===== src/rtl/i_arith_encoder.sv =====
// Streaming encoder for LEGv8 I-format ADDI/ADDIS/SUBI/SUBIS: packs field-level requests into
// 32-bit words, buffers them in a 2-entry FIFO and streams them into instruction RAM.
module i_arith_encoder #(
    parameter int unsigned ADDR_W    = 16,
    parameter int unsigned BASE_ADDR = 0
) (
    input  logic              clock,
    input  logic              reset,
    input  logic              in_valid,
    output logic              in_ready,
    input  logic              in_sub,
    input  logic              in_setflags,
    input  logic [4:0]        in_rd,
    input  logic [4:0]        in_rn,
    input  logic [15:0]       in_imm,
    input  logic              addr_rewind,
    output logic              mem_we,
    input  logic              mem_ready,
    output logic [ADDR_W-1:0] mem_addr,
    output logic [31:0]       mem_wdata,
    output logic              err,
    output logic [7:0]        err_count,
    output logic [15:0]       words_written
);

    localparam logic [ADDR_W-1:0] BaseAddr = ADDR_W'(BASE_ADDR);

    logic [1:0]        count_q, count_d;
    logic [31:0]       head_q, head_d;
    logic [31:0]       tail_q, tail_d;
    logic [ADDR_W-1:0] ptr_q, ptr_d;
    logic              err_q;
    logic [7:0]        err_count_q;
    logic [15:0]       words_q;

    logic        imm_neg;
    logic [15:0] mag;
    logic        eff_sub;
    logic        legal;
    logic [31:0] word;
    logic        accept;
    logic        push;
    logic        reject;
    logic        pop;

    // A negative immediate flips ADD<->SUB; -32768 negates to 0x8000 and so fails the range test.
    always_comb begin
        imm_neg = in_imm[15];
        mag     = imm_neg ? (~in_imm + 16'd1) : in_imm;
        eff_sub = in_sub ^ imm_neg;
        legal   = (mag[15:12] == 4'd0);
        word    = {1'b1, eff_sub, in_setflags, 7'b1000100, mag[11:0], in_rn, in_rd};
    end

    assign in_ready = !reset && (count_q != 2'd2);
    assign accept   = in_valid && in_ready;
    assign push     = accept && legal;
    assign reject   = accept && !legal;
    assign pop      = (count_q != 2'd0) && mem_ready;

    always_comb begin
        head_d  = head_q;
        tail_d  = tail_q;
        count_d = count_q + {1'b0, push} - {1'b0, pop};
        if (pop && (count_q == 2'd2)) begin
            head_d = tail_q;
        end
        // Push at count 1 with a pop lands directly in the head slot being vacated.
        if (push) begin
            if ((count_q == 2'd0) || pop) begin
                head_d = word;
            end else begin
                tail_d = word;
            end
        end
    end

    always_comb begin
        ptr_d = ptr_q;
        if (addr_rewind) begin
            ptr_d = BaseAddr;
        end else if (pop) begin
            ptr_d = ptr_q + ADDR_W'(4);
        end
    end

    always_ff @(posedge clock) begin
        if (reset) begin
            count_q     <= 2'd0;
            head_q      <= 32'd0;
            tail_q      <= 32'd0;
            ptr_q       <= BaseAddr;
            err_q       <= 1'b0;
            err_count_q <= 8'd0;
            words_q     <= 16'd0;
        end else begin
            count_q <= count_d;
            head_q  <= head_d;
            tail_q  <= tail_d;
            ptr_q   <= ptr_d;
            err_q   <= reject;
            if (reject && (err_count_q != 8'hff)) begin
                err_count_q <= err_count_q + 8'd1;
            end
            if (pop) begin
                words_q <= words_q + 16'd1;
            end
        end
    end

    assign mem_we        = (count_q != 2'd0);
    assign mem_addr      = ptr_q;
    assign mem_wdata     = head_q;
    assign err           = err_q;
    assign err_count     = err_count_q;
    assign words_written = words_q;

endmodule


===== config.mk =====
export PLATFORM = sky130hd
export DESIGN_NAME = i_arith_encoder
export DESIGN_NICKNAME = d
export VERILOG_FILES = /design/src/rtl/i_arith_encoder.sv
export SDC_FILE = /design/constraint.sdc
export NUM_CORES = 1
export LEC_CHECK = 0
export CORE_UTILIZATION = 27
export DETAILED_ROUTE_END_ITERATION = 10
export PLACE_DENSITY = 0.49
export SYNTH_ARGS = -nofsm -noshare
export SYNTH_HDL_FRONTEND = slang
export SYNTH_SLANG_ARGS = --single-unit
export TNS_END_PERCENT = 10

===== constraint.sdc =====
create_clock -name clock -period 13.2 [get_ports clock]
set_clock_uncertainty 0.2 [all_clocks]
set_input_delay 3.96 -clock clock [delete_from_list [all_inputs] [get_ports clock]]
set_output_delay 3.96 -clock clock [all_outputs]
set_load 0.01 [all_outputs]

Word-level counts from Yosys, hierarchy flattened
Cells that the tools add are included.
{ "totals": {"ff_bits": 102, "mem_bits_ro": 0, "latchBits": 0, "in_bits": 33, "memories": 0, "ramBits": 0, "output_inout_bits": 75, "elab_cells": 38} }
{ "op_classes": {"n_mul": 0, "n_div": 0, "add_sub_neg": 6, "magnitude_cmp": 0, "bitwise": 3, "mux": 4, "n_eq_ne": 3, "shift": 0, "n_reduce_logical": 15} }
{ "op_table": {"columns": ["operator", "n"], "rows": [
  ["32-bit 2-to-1 mux", 3],
  ["16-bit by 1-bit adder with 16-bit output, second input constant", 2],
  ["16-bit by 3-bit adder with 16-bit output, second input constant", 1],
  ["16-bit 2-to-1 mux", 1],
  ["16-bit inverter", 1],
  ["8-bit by 1-bit adder with 8-bit output, second input constant", 1],
  ["8-bit inequality test, second input constant", 1],
  ["1-bit logical AND", 7],
  ["4-bit zero test", 1],
  ["2-bit by 1-bit adder with 2-bit output", 1],
  ["2-bit == test, second input constant", 1],
  ["1-bit zero test", 2],
  ["2-bit zero test", 1],
  ["2-bit inequality test, second input constant", 1],
  ["2-bit AND reduction", 1],
  ["2-bit nonzero test", 1],
  ["2-bit OR reduction", 1],
  ["2-bit by 1-bit subtractor with 2-bit output", 1],
  ["1-bit logical OR", 1],
  ["1-bit inverter", 1],
  ["1-bit bitwise XOR", 1]
]} }

Logic depth before layout (Yosys ltp)
Gate-level depths: netlist of run 1.
{ "depth": {"word_depth": 7, "depth_mapped": 14, "mapped_depth_nobuf": 13} }

Worst setup path before layout of run 1
Ideal clock, no wire load.
{ "synth_path": {"path_kind": "in2out", "from": "in reset", "to": "out in_ready", "t_required_ps": 9040, "t_arrival_ps": 4311, "path_buffers": 1, "slack_ps": 4729, "cell_stages": 2, "cell_sequence": "clkbuf_1 -> nor2_1"} }
{ "synth_between": {"elab_chain_cells": 2} }
{ "synth_lines": {"columns": ["element", "line_no", "source"], "rows": [
  ["start: declaration", "8", "input logic reset,"],
  ["1-bit zero test", "55", "assign in_ready = !reset && (count_q != 2'd2);"],
  ["1-bit logical AND", "55", null],
  ["end: declaration", "10", "output logic in_ready,"]
]} }
No other way between the ends.

Final worst setup path of run 1
Ends and elaborated chain as after synthesis.

==> results.sh, run 1 <==
export IMPL_status="complete, no violations"
export IMPL_r2r_cells=7
export IMPL_ys_ff_latch=98
export IMPL_port_buffers=105
export IMPL_grtUsageMet2_pct=22.7
export IMPL_ys_types=48
export IMPL_rsz0062_at_grt="false"
export IMPL_cap_violations=0
export IMPL_grt_pass1_vias=3584
export IMPL_fin_util_pct=37.5
export IMPL_finalCritPeriodShare_pct=68.0
export IMPL_coreArea_um2=15900
export IMPL_diodes=0
export IMPL_cts_buffer_depth=2
export IMPL_grt_util_all_layers_pct=13.9
export IMPL_synth_top_area_share_pct=44.5
export IMPL_worst_slack_ns=4.22
export IMPL_wirelength_um=11300
export IMPL_drive_above_1_share_pct=5.45
export IMPL_slowest_delay_ns=0.56
export IMPL_yosysSeqAreaShare_pct=44.5
export IMPL_ctsResizeCount=0
export IMPL_hpwl_um=7620
export IMPL_clockRootBuffer="clkbuf_16"
export IMPL_clock_sinks=98
export IMPL_slew_headroom_pct=42.1
export IMPL_finalCriticalPeriod_ns=8.98
export IMPL_power_density_nw_per_um2=117
export IMPL_htree_levels=3
export IMPL_whs_ns=0.248
export IMPL_synth_top_area_cell="dfxtp_1"
export IMPL_critPathKind="input pin to primary output"
export IMPL_die_area_um2=16800
export IMPL_clk_pin_slew_ns=0.07
export IMPL_start_util_pct=27.7
export IMPL_layout_cells_most_common_list="104 x clkdlybuf4s50_1, 98 x dfxtp_1, 65 x nor2_1, 60 x nand2_1, 38 x mux2i_1"
export IMPL_slew_violations=0
export IMPL_setup_tns_ns=0
export IMPL_clkLatencyLatePin_ns=0.35
export IMPL_synth_ff_type="dfxtp_1"
export IMPL_grt_most_used_layer="met2"
export IMPL_tightest_slew_ns=0.867
export IMPL_critPathCaptureType="primary output"
export IMPL_antenna_left=0
export IMPL_fillers=1655
export IMPL_place_ws_ns=4.21
export IMPL_multiInputGateArea_um2=2300
export IMPL_hold_path_class="flip-flop to flip-flop"
export IMPL_leakagePower_nw=2.24
export IMPL_start_kind="input pin"
export IMPL_gp_congestion=0.774
export IMPL_syn_inst=490
export IMPL_cts_made_buffers=9
export IMPL_die_x_um=130
export IMPL_drt_iter0_drc=125
export IMPL_yosysWarnings=0
export IMPL_fmax_mhz=111
export IMPL_row_count=46
export IMPL_hold_viol=0
export IMPL_grt_overflow_total=0
export IMPL_syn_area_um2=4410
export IMPL_drt_first_pass_iters=4
export IMPL_postSynthAreaPerCell_um2=8.99
export IMPL_die_h_um=130
export IMPL_crit_arrival_ns=4.82
export IMPL_whs_path_depth=2
export IMPL_path_cells="buf_2 > nor2_1 > clkdlybuf4s50_1"
export IMPL_met3_usage_pct=3.65
export IMPL_grt_pass1_wl_um=18100
export IMPL_viasPerCell=4.66
export IMPL_ys_top_cells_by_area="dfxtp_1 45%, mux2i_1 8.6%, xor2_1 5.6%, nor2_1 5.5%, nand2_1 5.1%"
export IMPL_cts_tree="yes"
export IMPL_vdd_drop_max_mv=0.0604
export IMPL_cp_required_ns=9.04
export IMPL_critPathMaxFanout=2
export IMPL_postCtsHoldBufs=0
export IMPL_synthArstFlopShare_pct=0
export IMPL_drc=0
export IMPL_grt_use_met1_pct=17.2
export IMPL_synth_edf_count=0
export IMPL_wl_per_cell_um=14.0
export IMPL_postCtsSetupBuffers=0
export IMPL_num_vias=3745
export IMPL_setup_viol=0
export IMPL_synthToLayoutAreaGrowth_pct=35.2
export IMPL_nets=621
export IMPL_grt_max_degree=79
export IMPL_final_common_cell="clkdlybuf4s50_1"
export IMPL_regArea_um2=1960
export IMPL_pin_count=108
export IMPL_cp_slowest_cell="clkdlybuf4s50_1"
export IMPL_grt_antenna_before_repair=0
## layer usage
layer,part of all wire (%),vias up
met5,0,-
met4,1.6,0
met3,5.4,13
met2,46,93
met1,47,1743
li1,-,1896
## cell type report
class / count / area share (%)
multi-input combinational: 357 / 38.6
sequential: 98 / 32.9
timing repair buffer: 110 / 18.2
tap: 216 / 4.54
clock buffer: 10 / 3.85
clock inverter: 6 / 1.51
inverter: 6 / 0.378
## logic make-up after synthesis
logic type / synth area share [%]
and+or+nand+nor: 20.2
DFF: 44.5
AOI/OAI and AO/OA: 13.5
muxes: 9.14
xor gates and xnor gates: 7.16
buffers and inverters: 3.66
adders and majority gates: 1.70
other: 0.0851
## sequential cells by signal, summed over array words and instances, names as in the netlist
signal / count
words_written: 16
err_count: 8
mem_addr: 14
tail_q: 25
count_q: 2
err: 1
mem_wdata: 32
## final timing paths
kind	startpoint	endpoint	slack [ns]
setup / recovery	reset	in_ready	4.22
hold / removal	tail_q[20]	tail_q[20]	0.25
setup reg to reg	count_q[1]	mem_wdata[22]	10.56
hold reg to reg	tail_q[20]	tail_q[20]	0.25
## metrics by stage
stage / instance area [um^2] / total power, mW / instances
2_1_floorplan: 4410 / 0.376 / 491
3_3_place_gp: 5640 / 0.418 / 787
3_5_place_dp: 5640 / 0.420 / 787
4_1_cts: 5950 / 0.707 / 803
5_1_grt: 5950 / 0.729 / 803
6_report: 5950 / 0.695 / 803
## worst max-delay path, delay by kind of cell
family / cells / cell delay [ns]
buf+inv: 2 / 0.69
simple gates: 1 / 0.16
## synthesized netlist by cell type (all sizes together) (7+ instances only)
cell,number
mux2i,38
dfxtp,98
nand3,11
clkbuf,23
and3,7
or3,9
buf,7
nand4,9
o31ai,22
nor2,65
a21oi,13
xor2,28
nand2,60
o21ai,22
xnor2,8
## power breakdown
part / internal, mW / switching, mW
Combinational: 0.0467 / 0.0546
Sequential: 0.304 / 0.00699
Clock: 0.167 / 0.117
(Power assumes the default switching activity.)
==> inputs of run 2 (changes only) <==
--- a/config.mk
+++ b/config.mk
@@ -7,7 +7,7 @@
 export LEC_CHECK = 0
 export CORE_UTILIZATION = 27
 export DETAILED_ROUTE_END_ITERATION = 10
-export PLACE_DENSITY = 0.49
+export PLACE_DENSITY = 0.51
 export SYNTH_ARGS = -nofsm -noshare
 export SYNTH_HDL_FRONTEND = slang
 export SYNTH_SLANG_ARGS = --single-unit
==> constraint.sdc (replaced) <==
create_clock -name clock -period 7.7 [get_ports clock]
set_clock_uncertainty 0.2 [all_clocks]
set_input_delay 2.31 -clock clock [delete_from_list [all_inputs] [get_ports clock]]
set_output_delay 2.31 -clock clock [all_outputs]
set_load 0.01 [all_outputs]
==> results.sh, run 2 (synthesized netlist as in run 1, its figures left out) <==
export IMPL_grt_pass1_vias=3567
export IMPL_hpwl_um=7570
export IMPL_final_common_cell="clkdlybuf4s50_1"
export IMPL_drt_first_pass_iters=4
export IMPL_drt_iter0_drc=135
export IMPL_status="complete, no violations"
export IMPL_cts_made_buffers=9
export IMPL_rsz0062_at_grt="false"
export IMPL_slew_violations=0
export IMPL_r2r_end="mem_wdata[25]"
export IMPL_worst_r2r_setup_slack_ns=4.93
export IMPL_grt_most_used_layer="met2"
export IMPL_largest_reg_flops=32
export IMPL_hold_viol=0
export IMPL_whs_path_depth=2
export IMPL_ctsResizeCount=0
export IMPL_drive_above_1_share_pct=5.45
export IMPL_clockRootBuffer="clkbuf_16"
export IMPL_gp_congestion=0.791
export IMPL_r2r_cells=7
export IMPL_synthToLayoutAreaGrowth_pct=34.8
export IMPL_place_ws_ns=1.39
export IMPL_grt_antenna_before_repair=0
export IMPL_critPathMaxFanout=17
export IMPL_setup_viol=0
export IMPL_hold_path_class="flip-flop to flip-flop"
export IMPL_hold_end="tail_q[13]"
export IMPL_postCtsSetupBuffers=0
export IMPL_grt_max_degree=79
export IMPL_crit_arrival_ns=5.93
export IMPL_die_h_um=130
export IMPL_vdd_drop_max_mv=0.0949
export IMPL_antenna_left=0
export IMPL_start_kind="input pin"
export IMPL_port_buffers=105
export IMPL_fmax_mhz=169
export IMPL_cts_tree="yes"
export IMPL_htree_levels=3
export IMPL_fillers=1644
export IMPL_slew_headroom_pct=44.5
export IMPL_die_x_um=130
export IMPL_wl_per_cell_um=13.9
export IMPL_grt_use_met1_pct=17.4
export IMPL_die_area_um2=16800
export IMPL_setup_tns_ns=0
export IMPL_grtUsageMet2_pct=22.3
export IMPL_cp_required_ns=7.70
export IMPL_met3_usage_pct=3.61
export IMPL_diodes=0
export IMPL_clk_pin_slew_ns=0.07
export IMPL_num_vias=3794
export IMPL_pin_count=108
export IMPL_clock_sinks=98
export IMPL_start_util_pct=27.7
export IMPL_leakagePower_nw=2.24
export IMPL_worst_slack_ns=1.77
export IMPL_postCtsHoldBufs=0
export IMPL_power_density_nw_per_um2=197
export IMPL_hp_start="tail_q[13]"
export IMPL_critPathKind="input pin to flip-flop"
export IMPL_layout_cells_most_common_list="104 x clkdlybuf4s50_1, 98 x dfxtp_1, 65 x nor2_1, 60 x nand2_1, 38 x mux2i_1"
export IMPL_clkLatencyLatePin_ns=0.34
export IMPL_viasPerCell=4.72
export IMPL_cap_violations=0
export IMPL_drc=0
export IMPL_finalCriticalPeriod_ns=5.93
export IMPL_reg2reg_from="count_q[1]"
export IMPL_cts_buffer_depth=2
export IMPL_wirelength_um=11200
export IMPL_grt_util_all_layers_pct=13.7
export IMPL_grt_overflow_total=0
export IMPL_coreArea_um2=15900
export IMPL_fin_util_pct=37.4
export IMPL_critPathCaptureType="flip-flop"
export IMPL_finalCritPeriodShare_pct=77.0
export IMPL_row_count=46
export IMPL_tightest_slew_ns=0.833
export IMPL_nets=621
export IMPL_grt_pass1_wl_um=18000
run 2: changes by cell type in the layout (fill, tap and decap cells not counted):
cell | previous run | this run
clkinvlp_4 | 1 | 0
clkbuf_8 | 0 | 1
inv_6 | 1 | 2
bufinv_16 | 2 | 1
run 2: metrics by stage:
step | power (mW) | instances | cell area (um^2) | hold slack, ns
floorplan | 0.644 | 491 | 4410 | 0.228
global placement | 0.718 | 787 | 5640 | 0.235
detailed placement | 0.720 | 787 | 5640 | 0.240
CTS | 1.19 | 803 | 5940 | 0.250
global route | 1.23 | 803 | 5940 | 0.268
finish | 1.17 | 803 | 5940 | 0.247
run 2: worst max-delay path by stage:
stage | from | cells after the start | to
after floorplan | in_imm[1] | 14 | count_q[1]
after global placement | in_imm[0] | 14 | count_q[1]
after detailed placement | in_imm[0] | 14 | count_q[1]
after CTS | in_imm[0] | 14 | count_q[1]
after global routing | in_imm[0] | 14 | count_q[1]
final | in_imm[0] | 14 | count_q[1]
run 2: final cells by class:
cell class	instances	area, um^2	area share [%]
sequential	98	1960	33.0
clock inverter	5	61.3	1.03
timing repair buffer	110	1080	18.2
multi-input combinational	357	2300	38.7
tap	216	270	4.55
clock buffer	11	243	4.09
inverter	6	22.5	0.379
run 2: worst max-delay path: stages:
cell and delay (ns):
clkdlybuf4s50_1 0.50, inv_1 0.10, ha_1 0.17, or4b_4 0.51, or4_4 0.47, o32a_2 0.28
a22oi_2 0.60, nand2_1 0.12, ha_1 0.29, inv_1 0.04, ha_1 0.17, xor2_1 0.17
xnor2_1 0.14, nor2_1 0.06
run 2: report_power, final:
group / switching [mW] / total, mW / leakage [nW] / internal, mW
Combinational: 0.0944 / 0.174 / 1.30 / 0.0797
Sequential: 0.0115 / 0.532 / 0.790 / 0.520
Clock: 0.200 / 0.463 / 0.151 / 0.263
Total: 0.306 / 1.17 / 2.24 / 0.864
run 2: layer usage:
metal,wire (um),vias to the layer above
li1,-,1898
met1,5300,1808
met2,5190,80
met3,564,8
met4,127,0
met5,0,-
